### src/rtl/soc_mmio.sv
// MMIO bridge: I/O page decode, LED register, UART TX with FIFO, read-data mux.
// Optional UART receiver compiled in with SOC_MMIO_UART_RX_EN.
module soc_mmio #(
    parameter int CLK_HZ       = 25000000,
    parameter int BAUD         = 115200,
    parameter int LED_W        = 8,
    parameter int TXFIFO_DEPTH = 4,
    parameter int IO_BIT       = 22
) (
    input  logic             clk,
    input  logic             resetn,
    input  logic [31:0]      mem_addr,
    input  logic [31:0]      mem_wdata,
    input  logic [3:0]       mem_wmask,
    input  logic             mem_rstrb,
    output logic [31:0]      mem_rdata,
    input  logic [31:0]      ram_rdata,
    output logic [3:0]       ram_wmask,
    output logic             ram_rstrb,
    output logic [LED_W-1:0] led,
    output logic             uart_txd,
    input  logic             uart_rxd
);
    localparam int DIV = CLK_HZ / BAUD;
    localparam int CW  = $clog2(DIV);
    localparam int AW  = $clog2(TXFIFO_DEPTH);
    localparam logic [CW-1:0] DIV_END = CW'(DIV - 1);

    localparam logic [1:0] TX_IDLE  = 2'd0;
    localparam logic [1:0] TX_START = 2'd1;
    localparam logic [1:0] TX_DATA  = 2'd2;
    localparam logic [1:0] TX_STOP  = 2'd3;

    logic       is_io, io_wr, push, pop, accept;
    logic [1:0] idx;
    assign is_io     = mem_addr[IO_BIT];
    assign idx       = mem_addr[3:2];
    assign io_wr     = is_io && (mem_wmask != 4'b0000);
    assign ram_wmask = is_io ? 4'b0000 : mem_wmask;
    assign ram_rstrb = is_io ? 1'b0 : mem_rstrb;

    logic unused_bits;
    assign unused_bits = ^{mem_addr, mem_wdata, uart_rxd};

    always_ff @(posedge clk or negedge resetn) begin
        if (!resetn) led <= '0;
        else if (io_wr && idx == 2'd0) led <= mem_wdata[LED_W-1:0];
    end

    // TX FIFO: pointers carry an extra wrap bit so count = wptr - rptr
    logic [7:0]  fifo_mem [TXFIFO_DEPTH];
    logic [AW:0] wptr, rptr, fifo_cnt;
    logic        fifo_empty, fifo_full;
    logic [7:0]  fifo_head;
    assign fifo_cnt   = wptr - rptr;
    assign fifo_empty = (fifo_cnt == '0);
    assign fifo_full  = (fifo_cnt == (AW+1)'(TXFIFO_DEPTH));
    assign fifo_head  = fifo_mem[rptr[AW-1:0]];
    assign push       = io_wr && idx == 2'd1;
    assign accept     = push && (!fifo_full || pop);

    always_ff @(posedge clk) begin
        if (accept) fifo_mem[wptr[AW-1:0]] <= mem_wdata[7:0];
    end

    always_ff @(posedge clk or negedge resetn) begin
        if (!resetn) begin
            wptr <= '0;
            rptr <= '0;
        end else begin
            if (accept) wptr <= wptr + 1'b1;
            if (pop)    rptr <= rptr + 1'b1;
        end
    end

    logic [1:0]    tx_state;
    logic [CW-1:0] tx_cnt;
    logic [2:0]    tx_bit;
    logic [7:0]    tx_sh;
    logic          tx_end, tx_idle;
    assign tx_end  = (tx_cnt == DIV_END);
    assign pop     = !fifo_empty && (tx_state == TX_IDLE || (tx_state == TX_STOP && tx_end));
    assign tx_idle = fifo_empty && tx_state == TX_IDLE;

    always_ff @(posedge clk or negedge resetn) begin
        if (!resetn) begin
            tx_state <= TX_IDLE;
            tx_cnt   <= '0;
            tx_bit   <= '0;
            tx_sh    <= '0;
        end else begin
            tx_cnt <= (tx_state == TX_IDLE || tx_end) ? '0 : tx_cnt + 1'b1;
            case (tx_state)
                TX_IDLE: if (pop) begin
                    tx_state <= TX_START;
                    tx_sh    <= fifo_head;
                end
                TX_START: if (tx_end) begin
                    tx_state <= TX_DATA;
                    tx_bit   <= '0;
                end
                TX_DATA: if (tx_end) begin
                    tx_sh  <= {1'b0, tx_sh[7:1]};
                    tx_bit <= tx_bit + 1'b1;
                    if (tx_bit == 3'd7) tx_state <= TX_STOP;
                end
                default: if (tx_end) begin
                    if (pop) begin
                        tx_state <= TX_START;
                        tx_sh    <= fifo_head;
                    end else begin
                        tx_state <= TX_IDLE;
                    end
                end
            endcase
        end
    end

    // Derived from reset-cleared state, so the line goes high asynchronously on reset
    always_comb begin
        case (tx_state)
            TX_START: uart_txd = 1'b0;
            TX_DATA:  uart_txd = tx_sh[0];
            default:  uart_txd = 1'b1;
        endcase
    end

    logic tx_overflow, w1c_ovf;
    assign w1c_ovf = io_wr && idx == 2'd2 && mem_wdata[2];
    always_ff @(posedge clk or negedge resetn) begin
        if (!resetn) tx_overflow <= 1'b0;
        else tx_overflow <= (push && fifo_full && !pop) || (tx_overflow && !w1c_ovf);
    end

    logic       rx_valid, rx_overrun, rx_frame_err;
    logic [7:0] rx_data;
`ifdef SOC_MMIO_UART_RX_EN
    logic          rx_s1, rx_s2, rx_s3, rx_busy, rx_at, rx_done, rx_bad, data_rd;
    logic [CW-1:0] rx_cnt;
    logic [3:0]    rx_bitn;
    logic [7:0]    rx_sh;
    assign data_rd = is_io && mem_rstrb && idx == 2'd1;
    assign rx_at   = rx_busy && rx_cnt == ((rx_bitn == 4'd0) ? CW'(DIV/2 - 1) : DIV_END);
    assign rx_done = rx_at && rx_bitn == 4'd9 && rx_s2;
    assign rx_bad  = rx_at && rx_bitn == 4'd9 && !rx_s2;

    always_ff @(posedge clk or negedge resetn) begin
        if (!resetn) begin
            {rx_s1, rx_s2, rx_s3} <= 3'b111;
            rx_busy <= 1'b0;
            rx_cnt  <= '0;
            rx_bitn <= '0;
            rx_sh   <= '0;
            rx_data <= '0;
            rx_valid     <= 1'b0;
            rx_overrun   <= 1'b0;
            rx_frame_err <= 1'b0;
        end else begin
            rx_s1 <= uart_rxd;
            rx_s2 <= rx_s1;
            rx_s3 <= rx_s2;
            if (!rx_busy) begin
                if (rx_s3 && !rx_s2) begin
                    rx_busy <= 1'b1;
                    rx_cnt  <= '0;
                    rx_bitn <= '0;
                end
            end else if (rx_at) begin
                rx_cnt  <= '0;
                rx_bitn <= rx_bitn + 1'b1;
                if (rx_bitn == 4'd9) rx_busy <= 1'b0;
                else if (rx_bitn != 4'd0) rx_sh <= {rx_s2, rx_sh[7:1]};
            end else begin
                rx_cnt <= rx_cnt + 1'b1;
            end
            if (rx_done) rx_data <= rx_sh;
            rx_valid     <= rx_done || (rx_valid && !data_rd);
            rx_overrun   <= (rx_done && rx_valid && !data_rd) ||
                            (rx_overrun && !(io_wr && idx == 2'd2 && mem_wdata[4]));
            rx_frame_err <= rx_bad || (rx_frame_err && !(io_wr && idx == 2'd2 && mem_wdata[5]));
        end
    end
`else
    assign rx_valid     = 1'b0;
    assign rx_overrun   = 1'b0;
    assign rx_frame_err = 1'b0;
    assign rx_data      = '0;
`endif

    logic [31:0] io_sel, io_rdata_q;
    logic        is_io_q;
    always_comb begin
        io_sel = '0;
        case (idx)
            2'd0: io_sel[LED_W-1:0] = led;
            2'd1: io_sel[7:0] = rx_data;
            2'd2: io_sel[5:0] = {rx_frame_err, rx_overrun, rx_valid, tx_overflow, tx_idle, fifo_full};
            default: io_sel = '0;
        endcase
    end

    always_ff @(posedge clk or negedge resetn) begin
        if (!resetn) begin
            is_io_q    <= 1'b0;
            io_rdata_q <= '0;
        end else if (mem_rstrb) begin
            is_io_q <= is_io;
            if (is_io) io_rdata_q <= io_sel;
        end
    end

    assign mem_rdata = is_io_q ? io_rdata_q : ram_rdata;
endmodule

### config.mk
export PLATFORM = sky130hd
export DESIGN_NAME = soc_mmio
export DESIGN_NICKNAME = d
export VERILOG_FILES = /design/src/rtl/soc_mmio.sv
export SDC_FILE = /design/constraint.sdc
export NUM_CORES = 1
export LEC_CHECK = 0
export BUFFER_PORTS_ARGS = -buffer_cell sky130_fd_sc_hd__buf_2
export CAP_MARGIN = 10
export CORE_AREA = 4 4 110 91
export DETAILED_ROUTE_END_ITERATION = 8
export DIE_AREA = 0 0 114 95
export PLACE_DENSITY = 0.75
export SLEW_MARGIN = 15
export SYNTH_ARGS = -nofsm -noshare
export SYNTH_HDL_FRONTEND = slang
export SYNTH_SLANG_ARGS = --single-unit
### constraint.sdc
create_clock -name clk -period 2.3 [get_ports clk]
set_clock_uncertainty 0.2 [all_clocks]
set_input_delay 0.345 -clock clk [delete_from_list [all_inputs] [get_ports clk]]
set_output_delay 0.345 -clock clk [all_outputs]
set_load 0.02 [all_outputs]
Word-level counts from Yosys, hierarchy flattened
Memory sizes are Yosys's and may differ from the RTL's.
Cells that the tools add are included.
{"block": "op_classes", "add_sub_neg": 5, "eq_ne": 12, "n_mux": 23, "bitwise": 1, "n_reduce_logical": 30}
{"op": "2-to-1 mux 32 bit", "count": 1}
{"op": "2-to-1 mux 8 bit", "count": 4}
{"op": "case mux 8 bit (3 select lines)", "count": 1}
{"op": "logical AND 1 bit", "count": 12}
{"op": "2-to-1 mux 2 bit", "count": 6}
{"op": "case mux 6 bit (2 select lines)", "count": 1}
{"op": "adder 3 x 1 -> 3 bit (second input constant)", "count": 3}
{"op": "adder 8 x 1 -> 8 bit (second input constant)", "count": 1}
{"op": "== test 8 bit (second input constant)", "count": 1}
{"op": "!= test 2 bit (second input constant)", "count": 4}
{"op": "== test 2 bit (second input constant)", "count": 3}
{"op": "== test 3 bit (second input constant)", "count": 2}
{"op": "2-to-1 mux 3 bit", "count": 2}
{"op": "case mux 2 bit (3 select lines)", "count": 1}
{"op": "case mux 3 bit (2 select lines)", "count": 1}
{"op": "AND reduction 3 bit", "count": 2}
{"op": "AND reduction 5 bit", "count": 1}
{"op": "== test 2 x 1 -> 1 bit (second input constant)", "count": 2}
{"op": "zero test 1 bit", "count": 4}
{"op": "zero test 2 bit", "count": 2}
{"op": "logical OR 1 bit", "count": 4}
{"op": "2-to-1 mux 1 bit", "count": 4}
{"op": "2-to-1 mux 4 bit", "count": 1}
{"op": "nonzero test 2 bit", "count": 2}
{"op": "6 further kinds", "count": 6}
{"block": "totals", "regBits": 45, "ram_bits": 32, "inputBits": 104, "output_inout_bits": 46, "n_memories": 1}
{"memory": "fifo_mem", "depth": 4, "width": 8, "read_ports": 1, "rd_ports_with_merged_regs": 0, "wr": 1, "line": "51", "source": "logic [7:0] fifo_mem [TXFIFO_DEPTH];"}

Logic depth before layout (Yosys ltp)
Gate-level depths: netlist of the first run.
{"block": "depth", "depth_word": 8, "mapped_depth": 9}

Least setup slack after synthesis of the first run
No wires, ideal clock.
{"block": "synth_path", "kind": "register -> register", "startpoint": "register rptr[1]", "endpoint": "memory fifo_mem[0][0] (enable)", "arrival_time_ps": 1953, "path_slack_ps": -185, "stages_incl_launch_ff": 8, "path_buffers": 1, "path_cell_list": "dfrtp_1 -> clkbuf_1 -> inv_1 -> ha_1 -> nor2b_1 -> xnor2_1 -> a311oi_4 -> and2_1"}
{"block": "synth_between", "elab_chain_len": 8}
{"element": "start, declared", "line": "52", "source": "logic [AW:0] wptr, rptr, fifo_cnt;"}
{"element": "start signal, assigned", "line": "72", "source": "if (pop) rptr <= rptr + 1'b1;"}
{"element": "subtractor 3 bit *", "line": "55", "source": "assign fifo_cnt = wptr - rptr;"}
{"element": "zero test 3 bit", "line": "56", "source": "assign fifo_empty = (fifo_cnt == '0);"}
{"element": "zero test 1 bit", "line": "82", "source": "assign pop = !fifo_empty && (tx_state == TX_IDLE || (tx_state == TX_STOP && tx_end));"}
{"element": "logical AND 1 bit", "line": "82"}
{"element": "logical OR 1 bit *", "line": "60", "source": "assign accept = push && (!fifo_full || pop);"}
{"element": "logical AND 1 bit *", "line": "60"}
{"element": "2-to-1 mux 1 bit *", "line": "63", "source": "if (accept) fifo_mem[wptr[AW-1:0]] <= mem_wdata[7:0];"}
{"element": "2-to-1 mux 1 bit (implied by the code) *", "line": "63"}
{"element": "end, declared", "line": "51"}
Mark *: on every way between the ends. The rest lies on a longest branch, timed or not.

Final worst setup path of the first run
{"block": "layout_path", "startpoint": "register tx_cnt[0]", "endpoint": "memory fifo_mem[3][1] (enable)"}
{"block": "layout_between", "elab_chain_len": 8}
{"element": "start, declared", "line": "77", "source": "logic [CW-1:0] tx_cnt;"}
{"element": "start signal, assigned", "line": "92", "source": "tx_cnt <= (tx_state == TX_IDLE || tx_end) ? '0 : tx_cnt + 1'b1;"}
{"element": "== test 8 bit", "line": "81", "source": "assign tx_end = (tx_cnt == DIV_END);"}
{"element": "logical AND 1 bit", "line": "82"}
{"element": "logical OR 1 bit", "line": "82"}
{"element": "logical AND 1 bit", "line": "82"}
{"element": "logical OR 1 bit", "line": "60"}
{"element": "logical AND 1 bit", "line": "60"}
{"element": "2-to-1 mux 1 bit", "line": "63"}
{"element": "2-to-1 mux 1 bit (implied by the code)", "line": "63"}
Every way passes these cells.

==> results of run 1 <==
-- worst register-to-register path, cell delays in order (launching register included) --
cell,delay [ns]
dfrtp_1,0.37
inv_1,0.06
ha_1,0.15
and4_4,0.25
a41oi_4,0.18
a311oi_4,0.40
and2_4,0.30
-- routing by layer --
metal  GRT usage  up-vias  part of all wire
li1            -     1345                 -
met1       0.222     1330              0.46
met2       0.255       39              0.50
met3      0.0480        7             0.033
met4      0.0445        0             0.011
met5           0        -                 0
-- state kept, by name (all words and copies together) (netlist names) --
name         cells
wptr             3
tx_state         2
tx_sh            8
is_io_q          1
rptr             3
fifo_mem        32
tx_cnt           8
tx_bit           3
tx_overflow      1
led              8
io_rdata_q       8
-- cell type report --
type / instances / area (um^2)
Sequential cell: 77 / 2090
Fill cell: 752 / 4000
Clock inverter: 6 / 40.0
Multi-Input combinational cell: 202 / 1700
Timing Repair Buffer: 116 / 639
Tap cell: 115 / 144
Inverter: 20 / 75.1
Clock buffer: 10 / 229
-- power breakdown --
part / switching [uW] / internal (uW) / total (uW)
combinational: 869 / 715 / 1580
sequential: 180 / 1640 / 1820
clock: 551 / 726 / 1280
total: 1600 / 3080 / 4680
-- what timing repair did --
action / 4_1_cts / 5_1_grt
resized for setup: 1 / 16
gates cloned: 0 / 0
pin swaps: 0 / 2
hold endpoints to repair: 45 / 0
setup endpoints to repair: 9 / 42
hold buffers: 1 / 0
-- cells in the final DEF (no fill, tap or decap), types with 9 or more instances in the layout --
| cell | count |
|---|---|
| nand2_1 | 17 |
| dfrtp_1 | 45 |
| buf_2 | 95 |
| edfxtp_1 | 32 |
| mux2_2 | 16 |
| nor2b_1 | 29 |
| buf_4 | 19 |
| o31ai_1 | 9 |
| clkbuf_16 | 9 |
| ha_1 | 16 |
| nor2_1 | 19 |
| and3_1 | 10 |
| inv_1 | 20 |
-- how the worst min path moves through the flow --
stage               endpoint  slack (ns)          start  depth (start not counted)
3_5_place_dp   io_rdata_q[2]        0.27  io_rdata_q[2]                          2
3_3_place_gp   io_rdata_q[2]        0.26  io_rdata_q[2]                          2
4_1_cts              is_io_q       0.005      mem_rstrb                          2
6_report             is_io_q        0.02      mem_rstrb                          2
5_1_grt              is_io_q        0.02      mem_rstrb                          2
2_1_floorplan  io_rdata_q[0]       -0.15         resetn                          0
-- per-stage QoR --
step / area [um^2] / power, uW / instances / util / worst slack (ns)
2_1_floorplan: 3870 / 2820 / 314 / - / 0.0185
3_3_place_gp: 4570 / 3300 / 529 / 0.512 / 0.0353
3_5_place_dp: 4570 / 3360 / 529 / 0.512 / -0.00935
4_1_cts: 4850 / 4660 / 546 / 0.543 / -0.00879
5_1_grt: 4920 / 4980 / 546 / 0.551 / -0.0160
6_report: 4920 / 4680 / 546 / 0.551 / 0.0816
-- cells by family after synthesis --
group                    share of synthesized area
AND/OR/NAND/NOR                              0.134
flip-flops                                   0.540
multiplexers                                 0.109
XOR/XNOR                                    0.0314
adder cells (fa/ha/maj)                     0.0518
buffers and inverters                       0.0372
AO/OA/AOI/OAI                               0.0962
==> results.md, run 1 <==
- Status: complete, no violations
- Clk sink count: 77
- R2r setup slk: 0.08 ns
- Worst r2r src: tx_cnt[0]
- Tmin final: 2.22 ns
- Actual slew at the worst max-slew pin: 0.712 ns
- Worst path required time: 2.14 ns
- Root Driver: clkbuf_16
- Worst path cell trace: inv_1, ha_1, and4_4, a41oi_4, a311oi_4, and2_4
- Largest net degree at the start of global routing: 46
- Routed wire length: 8710 um
- Final setup fails: 0
- WP buf/inv: 1
- Syn Nets: 434
- Fmax: 0.451 GHz
- GRT Util Overall: 0.163
- Skew-Pair Late Insertion Delay: 0.34 ns
- CTS tree: yes
- Total gr overflow: 0
- Boundary Pins: 150
- Detail Placement HPWL: 6320 um
- Rel. slew slack: 0.522
- DR pass1 iterations: 4
- Vias/cell: 4.98
- Cell with the most instances after synthesis: dfrtp_1
- ANT nets after route: 0
- Post-synth top cells: dfrtp_1 (45), edfxtp_1 (32), nor2b_1 (29)
- CP endpoint kind: flop
- Inserted Clock Buffers: 9
- Pwr/cell area: 952 nW/um^2
- Iter 0 DRT Violations: 108
- Post-synthesis cell type count: 45
- Die Wd: 114 um
- Number of global-route vias before repair: 2704
- Syn_area_per_cell: 12.3 um^2
- Initial antenna violation count: 0
- R2R Path End: fifo_mem[3][1]
- GPL Wtd Cong: 0.765
- CTS clk-pin slew, worst paths: 0.06 ns
- Core footprint: 8920 um^2
- Crit path max fanout: 9
- CP startpoint: tx_cnt[0]
- Synth area leaders: dfrtp_1 (29%), edfxtp_1 (25%), ha_1 (5.2%)
- Final hold vios: 0
- FFs w/ async S/R, synth: 0.584
- First-pass GRT wire length: 13600 um
- Drt drc: 0
- Yosys warning total: 0
- CP max stage delay: 0.40 ns
- NumNets Final: 546
- Post-synth top area share: 0.291
- IO buf count: 95
- Critical path arrival: 2.06 ns
- Cells after synthesis: 314
- Layout cell share with drive strength beyond 1: 0.397
- Die area: 10800 um^2
- Setup repair bufs after CTS: 0
- Row count: 31
- Leading area contributor after synthesis: dfrtp_1
- Die height: 95 um
- Max Root-Sink Buffers: 2
- Seq/Total Area, Yosys: 0.540
- VDD IR-drop max: 0.000584 V
- P_leak: 0.00221 uW
- Max_cap viols: 0
- Routed WL per cell: 16.0 um
- Initial core utilization: 0.433
- Element type at the critical path start: flop
- Setup TNS: 0 ns
- Critical path class: flop to flop
- Critical Path Sink: fifo_mem[3][1]
- CP max stage cell: a311oi_4
- Final Cycle Share: 0.965
- Number of flops mapped to enable cells by yosys: 32
- HP Class: input pin to flop
- CP delay by family, top: compound AO/OA/AOI/OAI gates
- H-tree depth: 3
- #FFs+latches synth: 77
- Top FF cell, synth: dfrtp_1
- Syn-to-layout area delta: 27.3%
- WP depth: 6
- Antenna cells: 0
- Path depth of the worst reg2reg path: 6
- Vias: 2721
- Slew Limit Fails: 0
- Mapped cell area: 3860 um^2
- Worst hold margin: 0.0162 ns
(Power assumes the default switching activity.)
==> inputs of run 2 (changes only) <==
Settings changed: REMOVE_ABC_BUFFERS from default to 1.
==> results.md, run 2 (synthesized netlist as in run 1, its figures left out) <==
- Skew-Pair Late Insertion Delay: 0.33 ns
- Worst path required time: 2.15 ns
- Die Wd: 114 um
- First-pass GRT wire length: 14100 um
- HP Class: input pin to flop
- Clk sink count: 77
- CTS tree: yes
- Layout cell share with drive strength beyond 1: 0.400
- Max reg flops: 32
- Row count: 31
- Critical path arrival: 2.09 ns
- GRT Util Overall: 0.168
- Design area: 4950 um^2
- Antenna cells: 0
- Crit path max fanout: 6
- Total power draw: 4740 uW
- Fmax: 0.446 GHz
- Syn-to-layout area delta: 28.0%
- Final setup fails: 0
- Largest net degree at the start of global routing: 34
- DP Area: 4630 um^2
- Total gr overflow: 0
- Iter 0 DRT Violations: 224
- Detail Placement HPWL: 6710 um
- Boundary Pins: 150
- Initial antenna violation count: 0
- Rel. slew slack: 0.516
- Die area: 10800 um^2
- Most frequent cells in the layout: buf_2 (95), dfrtp_1 (45), edfxtp_1 (32), nor2b_1 (28), inv_1 (20)
- CTS clk-pin slew, worst paths: 0.06 ns
- NumNets Final: 550
- ANT nets after route: 0
- Element type at the critical path start: flop
- Root Driver: clkbuf_16
- IO buf count: 95
- Max Root-Sink Buffers: 2
- Slew Limit Fails: 0
- Final hold vios: 0
- Core footprint: 8920 um^2
- Actual slew at the worst max-slew pin: 0.720 ns
- Number of global-route vias before repair: 2820
- Commonest non-fill, non-tap cell in the layout: buf_2
- H-tree depth: 3
- P_leak: 0.00225 uW
- DR pass1 iterations: 4
- Vias/cell: 5.23
- Routed wire length: 9180 um
- Tmin final: 2.24 ns
- Drt drc: 0
- GPL Wtd Cong: 0.750
- Initial core utilization: 0.433
- Status: complete, no violations
- VDD IR-drop max: 0.000414 V
- Routed WL per cell: 16.7 um
- Inserted Clock Buffers: 9
- Critical path class: flop to flop
- Final Cycle Share: 0.974
- CP endpoint kind: flop
- Die height: 95 um
- Pwr/cell area: 957 nW/um^2
- Unrepaired setup endpoints after global routing: true
- Final Util: 0.555
- Vias: 2879
- Max_cap viols: 0
## run 2: cell types whose count changed in the layout (fill, tap and decap cells not counted), moves of 2 or more
| cell | delta |
|---|---|
| inv_6 | +2 |
| buf_6 | +2 |
| a311oi_2 | -3 |
| clkinv_1 | -2 |
| a311oi_1 | +3 |
## run 2: cell type report
type | instances | area (um^2)
Clock inverter | 6 | 47.5
Tap cell | 115 | 144
Multi-Input combinational cell | 203 | 1680
Clock buffer | 10 | 229
Inverter | 20 | 75.1
Sequential cell | 77 | 2090
Fill cell | 718 | 3970
Timing Repair Buffer | 119 | 682
## run 2: final timing paths
| kind | slack, ns | from | end | cells after the start |
|---|---|---|---|---|
| worst min-delay path | 0.04 | mem_rstrb | is_io_q | 2 |
| max in group asynchronous | 1.04 | resetn | tx_sh[0] | 3 |
| worst min register to register | 0.28 | io_rdata_q[1] | io_rdata_q[1] | 2 |
| min in group asynchronous | 0.34 | resetn | tx_cnt[6] | 2 |
| worst max-delay path | 0.06 | wptr[0] | fifo_mem[1][5] | 6 |
| worst max register to register | 0.06 | wptr[0] | fifo_mem[1][5] | 6 |
## run 2: repair_timing
| action | 4_1_cts | 5_1_grt |
|---|---|---|
| pin swaps | 2 | 5 |
| buffers inserted | 0 | 1 |
| endpoints found under the setup margin | 34 | 38 |
| hold buffers | 1 | 0 |
| endpoints found under the hold margin | 22 | 0 |
| gates cloned | 0 | 1 |
| gates resized for setup | 9 | 7 |
## run 2: metrics by stage
step	setup TNS, ns	setup WS [ns]	hold WS, ns	instances
detailed placement	-1.61	-0.0757	0.170	533
global placement	0	0.0384	0.169	533
global route	-0.178	-0.0227	0.0299	550
CTS	0	0.00731	0.0332	550
floorplan	-4.99	-0.172	-0.151	299
finish	0	0.0592	0.0362	550
## run 2: critical path: stages (launching register included)
cell and delay (ns):
dfrtp_1 0.37, inv_1 0.07, ha_1 0.29, and2_2 0.25, a311oi_4 0.42, and2_4 0.24
buf_6 0.12
## run 2: layer usage
layer / up-vias / track usage / share of wire
met3: 10 / 0.0397 / 0.037
li1: 1363 / - / -
met1: 1448 / 0.210 / 0.43
met2: 58 / 0.284 / 0.52
met5: - / 0 / 0
met4: 0 / 0.0623 / 0.013
## run 2: power breakdown
group	total (uW)	internal, uW	switching, uW
Combinational	1610	710	901
Sequential	1820	1640	177
Clock	1310	740	565
Total	4740	3090	1640
